==> src/rtl/cp0_regfile_pkg.sv <==
// Shared constants and types for the CP0 register file: register numbers,
// committed exception codes, Status/Cause field positions and the Cause layout.
package cp0_regfile_pkg;

    localparam int unsigned DATA_W     = 32;
    localparam int unsigned REG_ADDR_W = 5;
    localparam int unsigned HW_INT_W   = 6;
    localparam int unsigned EXC_CODE_W = 5;

    localparam logic [REG_ADDR_W-1:0] CP0_REG_BADVADDR = 5'd8;
    localparam logic [REG_ADDR_W-1:0] CP0_REG_COUNT    = 5'd9;
    localparam logic [REG_ADDR_W-1:0] CP0_REG_COMPARE  = 5'd11;
    localparam logic [REG_ADDR_W-1:0] CP0_REG_STATUS   = 5'd12;
    localparam logic [REG_ADDR_W-1:0] CP0_REG_CAUSE    = 5'd13;
    localparam logic [REG_ADDR_W-1:0] CP0_REG_EPC      = 5'd14;
    localparam logic [REG_ADDR_W-1:0] CP0_REG_PRID     = 5'd15;

    localparam logic [DATA_W-1:0] EXC_TYPE_NOEXC = 32'd0;
    localparam logic [DATA_W-1:0] EXC_TYPE_INT   = 32'd1;
    localparam logic [DATA_W-1:0] EXC_TYPE_ADEL  = 32'd4;
    localparam logic [DATA_W-1:0] EXC_TYPE_ADES  = 32'd5;
    localparam logic [DATA_W-1:0] EXC_TYPE_ERET  = 32'd14;

    localparam logic [EXC_CODE_W-1:0] EXCCODE_INT = 5'd0;

    localparam int unsigned       STATUS_EXL_BIT    = 1;
    localparam logic [DATA_W-1:0] STATUS_RESET      = 32'h0040_0000;
    localparam logic [DATA_W-1:0] STATUS_WMASK      = 32'h0000_FF03;
    localparam logic [DATA_W-1:0] CP0_PRID_DEFAULT  = 32'h0001_8000;

    typedef struct packed {
        logic                  bd;
        logic                  ti;
        logic [13:0]           rsvd_29_16;
        logic [7:0]            ip;
        logic                  rsvd_7;
        logic [EXC_CODE_W-1:0] exc_code;
        logic [1:0]            rsvd_1_0;
    } cause_t;

    // Interrupts report ExcCode 0; every other committed code reports itself.
    function automatic logic [EXC_CODE_W-1:0] exc_code_of(input logic [DATA_W-1:0] exc_type);
        if (exc_type == EXC_TYPE_INT) begin
            return EXCCODE_INT;
        end
        return exc_type[EXC_CODE_W-1:0];
    endfunction

endpackage

==> src/rtl/cp0_timer.sv <==
// CP0 Count/Compare timer: Count advances every second cycle, TI latches on a
// Count==Compare match (Compare nonzero) and is cleared by any Compare write.
module cp0_timer
    import cp0_regfile_pkg::*;
(
    input  logic              clk,
    input  logic              rst,
    input  logic              count_we,
    input  logic              compare_we,
    input  logic [DATA_W-1:0] wdata,
    output logic [DATA_W-1:0] count,
    output logic [DATA_W-1:0] compare,
    output logic              ti
);

    logic half_q;

    always_ff @(posedge clk) begin
        if (rst) begin
            half_q  <= 1'b0;
            count   <= '0;
            compare <= '0;
            ti      <= 1'b0;
        end else begin
            half_q <= ~half_q;

            // A software write to Count takes precedence over the tick.
            if (count_we) begin
                count <= wdata;
            end else if (half_q) begin
                count <= count + DATA_W'(1);
            end

            if (compare_we) begin
                compare <= wdata;
            end

            // Clearing by a Compare write wins over a match on the same edge.
            if (compare_we) begin
                ti <= 1'b0;
            end else if ((count == compare) && (compare != '0)) begin
                ti <= 1'b1;
            end
        end
    end

endmodule

==> src/rtl/cp0_regfile.sv <==
// MIPS32 CP0 register file: commits MEM-stage exceptions/ERET, serves MTC0/MFC0.
// Build option CP0_TIMER_INT_EN: timer interrupt is ORed into Cause.IP[7] (HW5).
module cp0_regfile
    import cp0_regfile_pkg::*;
#(
    parameter logic [31:0] PRID = CP0_PRID_DEFAULT
) (
    input  logic        clk,
    input  logic        rst,
    input  logic        we_i,
    input  logic [4:0]  waddr_i,
    input  logic [31:0] wdata_i,
    input  logic [4:0]  raddr_i,
    output logic [31:0] rdata_o,
    input  logic [5:0]  int_i,
    input  logic [31:0] except_type_i,
    input  logic [31:0] pcM,
    input  logic        is_in_delayslotM,
    input  logic [31:0] badvaddrM,
    output logic [31:0] status_o,
    output logic [31:0] cause_o,
    output logic [31:0] epc_o,
    output logic [31:0] badvaddr_o,
    output logic [31:0] count_o,
    output logic [31:0] compare_o,
    output logic        timer_int_o
);

    logic [DATA_W-1:0]     status_q;
    logic [DATA_W-1:0]     epc_q;
    logic [DATA_W-1:0]     badvaddr_q;
    logic                  bd_q;
    logic [EXC_CODE_W-1:0] exc_code_q;
    logic [1:0]            ip_sw_q;
    logic [HW_INT_W-1:0]   ip_hw_q;
    logic                  ti;

    logic   exc_commit_c;
    logic   eret_c;
    logic   addr_err_c;
    logic   mtc0_c;
    logic   count_we_c;
    logic   compare_we_c;
    logic   ip7_c;
    cause_t cause_c;

    // An exception or ERET in MEM squashes any MTC0 in the same cycle.
    assign exc_commit_c = (except_type_i != EXC_TYPE_NOEXC) && (except_type_i != EXC_TYPE_ERET);
    assign eret_c       = (except_type_i == EXC_TYPE_ERET);
    assign addr_err_c   = (except_type_i == EXC_TYPE_ADEL) || (except_type_i == EXC_TYPE_ADES);
    assign mtc0_c       = we_i && !exc_commit_c && !eret_c;
    assign count_we_c   = mtc0_c && (waddr_i == CP0_REG_COUNT);
    assign compare_we_c = mtc0_c && (waddr_i == CP0_REG_COMPARE);

    cp0_timer u_timer (
        .clk        (clk),
        .rst        (rst),
        .count_we   (count_we_c),
        .compare_we (compare_we_c),
        .wdata      (wdata_i),
        .count      (count_o),
        .compare    (compare_o),
        .ti         (ti)
    );

    // Hardware interrupt lines are sampled every cycle.
    always_ff @(posedge clk) begin
        if (rst) begin
            ip_hw_q <= '0;
        end else begin
            ip_hw_q <= int_i;
        end
    end

    // Exception/ERET commit and MTC0 writes to Status, Cause, EPC, BadVAddr.
    always_ff @(posedge clk) begin
        if (rst) begin
            status_q   <= STATUS_RESET;
            epc_q      <= '0;
            badvaddr_q <= '0;
            bd_q       <= 1'b0;
            exc_code_q <= '0;
            ip_sw_q    <= '0;
        end else if (exc_commit_c) begin
            // Nested exceptions keep the original return point.
            if (!status_q[STATUS_EXL_BIT]) begin
                epc_q <= is_in_delayslotM ? (pcM - DATA_W'(4)) : pcM;
                bd_q  <= is_in_delayslotM;
            end
            status_q[STATUS_EXL_BIT] <= 1'b1;
            exc_code_q               <= exc_code_of(except_type_i);
            if (addr_err_c) begin
                badvaddr_q <= badvaddrM;
            end
        end else if (eret_c) begin
            status_q[STATUS_EXL_BIT] <= 1'b0;
        end else if (mtc0_c) begin
            case (waddr_i)
                CP0_REG_STATUS: status_q <= (status_q & ~STATUS_WMASK) | (wdata_i & STATUS_WMASK);
                CP0_REG_CAUSE:  ip_sw_q  <= wdata_i[9:8];
                CP0_REG_EPC:    epc_q    <= wdata_i;
                default:        ;
            endcase
        end
    end

`ifdef CP0_TIMER_INT_EN
    assign ip7_c = ip_hw_q[5] | ti;
`else
    assign ip7_c = ip_hw_q[5];
`endif

    always_comb begin
        cause_c          = '0;
        cause_c.bd       = bd_q;
        cause_c.ti       = ti;
        cause_c.ip       = {ip7_c, ip_hw_q[4:0], ip_sw_q};
        cause_c.exc_code = exc_code_q;
    end

    // MFC0 read port; unmapped registers read as zero.
    always_comb begin
        rdata_o = '0;
        case (raddr_i)
            CP0_REG_BADVADDR: rdata_o = badvaddr_q;
            CP0_REG_COUNT:    rdata_o = count_o;
            CP0_REG_COMPARE:  rdata_o = compare_o;
            CP0_REG_STATUS:   rdata_o = status_q;
            CP0_REG_CAUSE:    rdata_o = cause_c;
            CP0_REG_EPC:      rdata_o = epc_q;
            CP0_REG_PRID:     rdata_o = PRID;
            default:          rdata_o = '0;
        endcase
    end

    assign status_o    = status_q;
    assign cause_o     = cause_c;
    assign epc_o       = epc_q;
    assign badvaddr_o  = badvaddr_q;
    assign timer_int_o = ti;

endmodule

==> config.mk <==
export PLATFORM = sky130hd
export DESIGN_NAME = cp0_regfile
export DESIGN_NICKNAME = d
export VERILOG_FILES = /design/src/rtl/cp0_regfile_pkg.sv /design/src/rtl/cp0_timer.sv /design/src/rtl/cp0_regfile.sv
export SDC_FILE = /design/constraint.sdc
export NUM_CORES = 1
export LEC_CHECK = 0
export ABC_CLOCK_PERIOD_IN_PS = 2400
export CAP_MARGIN = 20
export CORE_MARGIN = 4
export CORE_UTILIZATION = 44
export CTS_BUF_LIST = sky130_fd_sc_hd__clkbuf_4 sky130_fd_sc_hd__clkbuf_8
export DETAILED_ROUTE_END_ITERATION = 7
export PLACE_DENSITY_LB_ADDON = 0.05
export SLEW_MARGIN = 20
export SYNTH_ARGS = -nofsm -noshare
export SYNTH_HDL_FRONTEND = slang
export SYNTH_SLANG_ARGS = --single-unit
==> constraint.sdc <==
create_clock -name clk -period 2.4 [get_ports clk]
set_input_delay 0.24 -clock clk [delete_from_list [all_inputs] [get_ports clk]]
set_output_delay 0.24 -clock clk [all_outputs]
set_load 0.01 [all_outputs]
==> results.cfg, run 1 <==
[run_status]
run_status = finished, final reports clean

[place]
io_buffers = 333
globalplace.congestion = 0.9497
dp_hpwl_um = 29340

[clock_network]
cts_tree = yes
clock-sinks = 154
post_cts_buffers = 0
clk_path_buf_depth = 2
cts_buffers = 17
path_clk_slew_ns = 0.09
cts-hold-fix-buffers = 0
htree_levels = 4
cts_root_buf = clkbuf_8
clk-insertion-delay-late_ns = 0.46

[yosys]
async_reset_ff_share_pct = 0
synthTopCellsByArea = dfxtp_1 (35%), xor2_1 (7.4%), nand2_1 (6.8%)
yosysTopAreaCell = dfxtp_1
synth_edf_count = 0
synth_cells = 1065
ys_top_cells_by_count = nand2_1 (157), dfxtp_1 (154), nor2_1 (108), xor2_1 (73), a21oi_1 (62)
yosysMostFrequentCell = nand2_1
synth-seq-area-share_pct = 35.45
syn_area_sq_um = 8696
ys_ff_latch = 154
synth_top_area_share_pct = 35.45
synth_cell_types = 59
yosys_warnings = 0
synth_ff_type = dfxtp_1
syn_avg_cell_area_sq_um = 8.165

[grt]
antenna_found_initial = 4
met2_usage_pct = 50.31
grt-ovfl-total = 0
track_usage_pct = 32.22
top_usage_layer = met2
met3_usage_pct = 8.440
grt_pass1_vias = 9044
grt_max_degree = 64
grtUsageMet1_pct = 44.59
grt_pass1_wl_um = 54590

[timing]
setup_violations = 0
fin_crit_ns = 2.282
finalCritPeriodShare_pct = 95.09
slew_viol_final = 0
whs_ns = 0.2134
finalHoldViolCount = 0
worst_pin_slew_ns = 0.5846
rsz0062_at_grt = false
slew_headroom_pct = 61.02
skew_ns = 0.01170
fmax_ghz = 0.4382

[critical_path]
startpoint_type = input port
cp.arrival_ns = 2.04
cp-end-kind = output port
critPathKind = in2out
slowest_stage = clkdlybuf4s50_1
crit_required_ns = 2.16
crit_chain = clkdlybuf4s50_1, or3b_4, nor2_4, clkdlybuf4s15_2, a222oi_1, nand2_1, dlygate4sd2_1
timing.rr.start = u_timer.count[1]$_SDFFE_PP0P_
critical-path-top-delay-family = buffers and inverters
crit_path_max_incr_delay_ns = 0.48
crit_start = raddr_i[3]
worst-path-buf-inv = 3
cp_max_fo = 4

[die]
placementRows = 51
fp.dieW_um = 148.6
core-area_sq_um = 19460
dieArea_sq_um = 22080
start_util_pct = 44.68
die_y_um = 148.6
ioPinCount = 373

[layout]
layout-drive-gt1-share_pct = 11.71
areaGrowthSynthToFinish_pct = 51.99
fin_nets = 1591
final_core_util_pct = 67.91

[worst_hold_path]
min-delay-start = rst
min_path_type = in2reg

[route]
via_count = 9629
routed_wl_um = 36860
postRouteAntennaNets = 0
dr.pass1.iters = 6
vias_per_cell = 5.598
drt-initial-drc-count = 1012
wl_per_cell_um = 21.43
drc_errors = 0

[power_and_ir_drop]
power.density_nw_per_um2 = 428.0
ir_drop_mv = 0.3609
p_leak_nw = 5.617

[job]
drv_cap = 0
[repair_timing]
| item | CTS | global route |
|---|---|---|
| setup endpoints to repair | 32 | 10 |
| pin swaps | 1 | 3 |
| cloned | 1 | 0 |
| resized for setup | 35 | 14 |
[worst paths after layout]
check | to | slack, ns | cells after the start
min | u_timer.compare[28]$_SDFFE_PP0P_ | 0.21 | 2
max | rdata_o[14] | 0.12 | 7
max reg2reg | u_timer.count[26]$_SDFFE_PP0P_ | 0.34 | 7
min reg2reg | badvaddr_o[29]$_SDFFE_PP0P_ | 0.48 | 2
[routing by layer]
| layer | wire [um] | part of all wire, % | vias up |
|---|---|---|---|
| met5 | 8 | 0.022 | - |
| met4 | 722 | 2.0 | 2 |
| met1 | 15490 | 42 | 4604 |
| met3 | 3941 | 11 | 44 |
| li1 | - | - | 4475 |
| met2 | 16700 | 45 | 504 |
[cells in the final DEF (no fill, tap or decap), drive strengths merged, types with 23 or more instances in the layout]
master         netlist  routed
nor2               108     108
o21ai               35      35
a211oi              30      30
xor2                73      73
nand2              157     157
nor4                40      40
a21oi               63      63
conb                 2      39
dlygate4sd2          0      23
a22oi               36      36
clkdlybuf4s50        0     299
mux2i               51      51
buf                 61      97
nand3               34      34
dfxtp              154     154
[final cells by class]
type | count | area, sq um
Sequential cell | 154 | 3084
Antenna cell | 3 | 7.507
Clock buffer | 19 | 255.2
Clock inverter | 11 | 171.4
Timing Repair Buffer | 430 | 4197
Inverter | 5 | 18.77
Multi-Input combinational cell | 833 | 5151
Tap cell | 265 | 331.6
Fill cell | 1667 | 6246
[power by group]
group | switching (mW) | internal, mW
Sequential | 0.0534 | 2.60
Combinational | 0.370 | 0.438
Clock | 1.03 | 1.16
[flip-flops by register name (all words and copies together) (netlist names)]
register         cells
u_timer.compare     32
u_timer.count       32
ip_sw_q              2
u_timer.ti           1
bd_q                 1
ip_hw_q              6
badvaddr_o          32
epc_o               32
status_o            10
exc_code_q           5
u_timer.half_q       1
[kinds of logic (layout without fill, tap and decap cells)]
kind of cell             Yosys count  count (layout)  synth area share [%]
AO/OA/AOI/OAI                    200             200                 15.32
XOR/XNOR                          90              90                 9.065
adder cells (fa/ha/maj)            2               2                0.2877
buffers and inverters            115             465                 7.252
flip-flops                       154             154                 35.45
multiplexers                      65              65                 7.683
other                              2              42               0.08636
AND/OR/NAND/NOR                  437             437                 24.85
[per-stage QoR]
stage | std cells | cell area, sq um | power [mW] | TNS, ns | setup WS [ns]
final | 1720 | 13220 | 5.657 | 0 | 0.1179
after CTS | 1717 | 13190 | 5.671 | 0 | 0.0005995
after global placement | 1686 | 12760 | 3.504 | -4.639 | -0.2262
after global routing | 1720 | 13220 | 5.841 | 0 | 0.06183
after floorplan | 1102 | 8835 | 3.005 | 0 | 0.3801
after detailed placement | 1686 | 12760 | 3.508 | -6.679 | -0.2659
[worst register-to-register path: stages (launching register included)]
cell	delay (ns)
dfxtp_1	0.52
ha_1	0.29
nand4_1	0.11
buf_4	0.20
nor3_2	0.33
nand4_1	0.17
xor2_1	0.17
a211oi_1	0.21
(Power assumes the default switching activity.)
==> run 2: changes to the inputs <==
--- a/config.mk
+++ b/config.mk
@@ -11,6 +11,7 @@
 export CORE_UTILIZATION = 44
 export CTS_BUF_LIST = sky130_fd_sc_hd__clkbuf_4 sky130_fd_sc_hd__clkbuf_8
 export DETAILED_ROUTE_END_ITERATION = 7
+export GPL_ROUTABILITY_DRIVEN = 0
 export PLACE_DENSITY_LB_ADDON = 0.05
 export SLEW_MARGIN = 20
 export SYNTH_ARGS = -nofsm -noshare
==> run 2 against run 1 <==
Worst hold slack improved by 0.026 ns. Cell count fell by 0.12%. Final area barely moved. Largest cell class unchanged.
==> results.cfg, run 2 (synthesis gave the netlist of run 1 again) <==
[run_status]
run_status = finished, final reports clean

[clock_network]
cts_buffers = 17
clock-sinks = 154
path_clk_slew_ns = 0.09
htree_levels = 4
cts-hold-fix-buffers = 0
cts_tree = yes
post_cts_buffers = 0
clk-insertion-delay-late_ns = 0.46
clk_path_buf_depth = 2
cts_root_buf = clkbuf_8

[timing]
fmax_ghz = 0.4402
skew_ns = 0.009821
worst_pin_slew_ns = 0.5279
finalCritPeriodShare_pct = 94.66
finalHoldViolCount = 0
fin_crit_ns = 2.272
setup_ws_ns = 0.1281
slew_viol_final = 0
rsz0062_at_grt = false
setup_violations = 0
slew_headroom_pct = 64.81

[grt]
antenna_found_initial = 4
grt_pass1_wl_um = 53740
grt-ovfl-total = 0
grt_max_degree = 61
grt_pass1_vias = 8754
track_usage_pct = 31.91

[die]
start_util_pct = 44.68
dieArea_sq_um = 22080
ioPinCount = 373
placementRows = 51
die_y_um = 148.6
core-area_sq_um = 19460
fp.dieW_um = 148.6

[worst_hold_path]
min_path_type = in2reg
min-delay-start = rst

[critical_path]
ff2ff_setup_slack_ns = 0.34
critPathKind = in2out
crit_start = raddr_i[3]
crit_path_max_incr_delay_ns = 0.41
critical-path-top-delay-family = buffers and inverters
cp-end-kind = output port
timing.rr.start = u_timer.count[1]$_SDFFE_PP0P_
crit_required_ns = 2.16
slowest_stage = clkdlybuf4s50_1
crit_chain = clkdlybuf4s50_1, buf_4, nand4b_1, nor2_2, buf_12, a222oi_1, nand2_1, dlygate4sd2_1
worst-path-buf-inv = 4
cp.arrival_ns = 2.03
cp_max_fo = 13
startpoint_type = input port

[layout]
layout-drive-gt1-share_pct = 11.71
final_core_util_pct = 67.91
final_common_cell = clkdlybuf4s50_1
layout_common_cells = clkdlybuf4s50_1 (298), nand2_1 (157), dfxtp_1 (153)
areaGrowthSynthToFinish_pct = 52.00
fin_cells = 1718
fin_nets = 1591

[route]
via_count = 9581
routed_wl_um = 36530
postRouteAntennaNets = 0
dr.pass1.iters = 7
wl_per_cell_um = 21.26
vias_per_cell = 5.577
drt-initial-drc-count = 919
drc_errors = 0

[place]
pre_cts_slack_ns = -0.2370
dp_hpwl_um = 29330
io_buffers = 333
dpl.cell_count = 1686

[power_and_ir_drop]
power.density_nw_per_um2 = 434.6
ir_drop_mv = 0.4539
p_leak_nw = 5.521

[job]
drv_cap = 0
## run 2: cell count changes in the layout (fill, tap and decap cells not counted), sizes merged
cell / previous run / this run
clkdlybuf4s50: 299 / 298
inv: 6 / 5
dlymetal6s2s: 8 / 0
clkbuf: 21 / 20
diode: 3 / 1
dlygate4sd2: 23 / 33
bufinv: 4 / 5
## run 2: path summary, 6_finish.rpt
| check | endpoint | depth (start not counted) |
|---|---|---|
| worst max register to register | u_timer.count[26]$_SDFFE_PP0P_ | 7 |
| worst max-delay path | rdata_o[11] | 8 |
| worst min register to register | status_o[15]$_SDFFE_PP0P_ | 2 |
| worst min-delay path | u_timer.compare[14]$_SDFFE_PP0P_ | 2 |
## run 2: power breakdown
part | internal [mW] | switching [mW]
registers | 2.60 | 0.0530
logic | 0.436 | 0.368
clock network | 1.27 | 1.02
## run 2: per-layer routing
| metal | wire [um] | vias to the layer above | global-route usage (%) | share of wire, % |
|---|---|---|---|---|
| met5 | 34 | - | 0 | 0.093 |
| met4 | 568 | 6 | 7.575 | 1.6 |
| met3 | 4079 | 48 | 9.110 | 11 |
| met2 | 16720 | 526 | 49.51 | 46 |
| met1 | 15130 | 4517 | 44.08 | 41 |
| li1 | - | 4484 | - | - |
## run 2: cell type report
class	count	area [sq um]
diodes	1	2.502
clock inverters	11	196.4
inverters	5	18.77
flip-flops and latches	154	3084
well taps	265	331.6
repair buffers	430	4174
multi-input cells	833	5155
fillers	1663	6245
clock buffers	19	255.2
## run 2: timing repair
action | in CTS | in global routing
pin swaps | 1 | 0
gates cloned | 1 | 0
endpoints found under the hold margin | 0 | 0
setup endpoints to repair | 32 | 1
gates resized for setup | 43 | 2
## run 2: metrics by stage
| stage | cell area (sq um) | setup TNS, ns | total power, mW | hold WS, ns |
|---|---|---|---|---|
| 2_1_floorplan | 8835 | 0 | 3.005 | 0.3574 |
| 5_1_grt | 13220 | 0 | 5.916 | 0.2438 |
| 3_5_place_dp | 12770 | -5.603 | 3.507 | 0.4665 |
| 3_3_place_gp | 12770 | -4.705 | 3.503 | 0.4613 |
| 4_1_cts | 13220 | 0 | 5.755 | 0.2119 |
| 6_report | 13220 | 0 | 5.745 | 0.2397 |
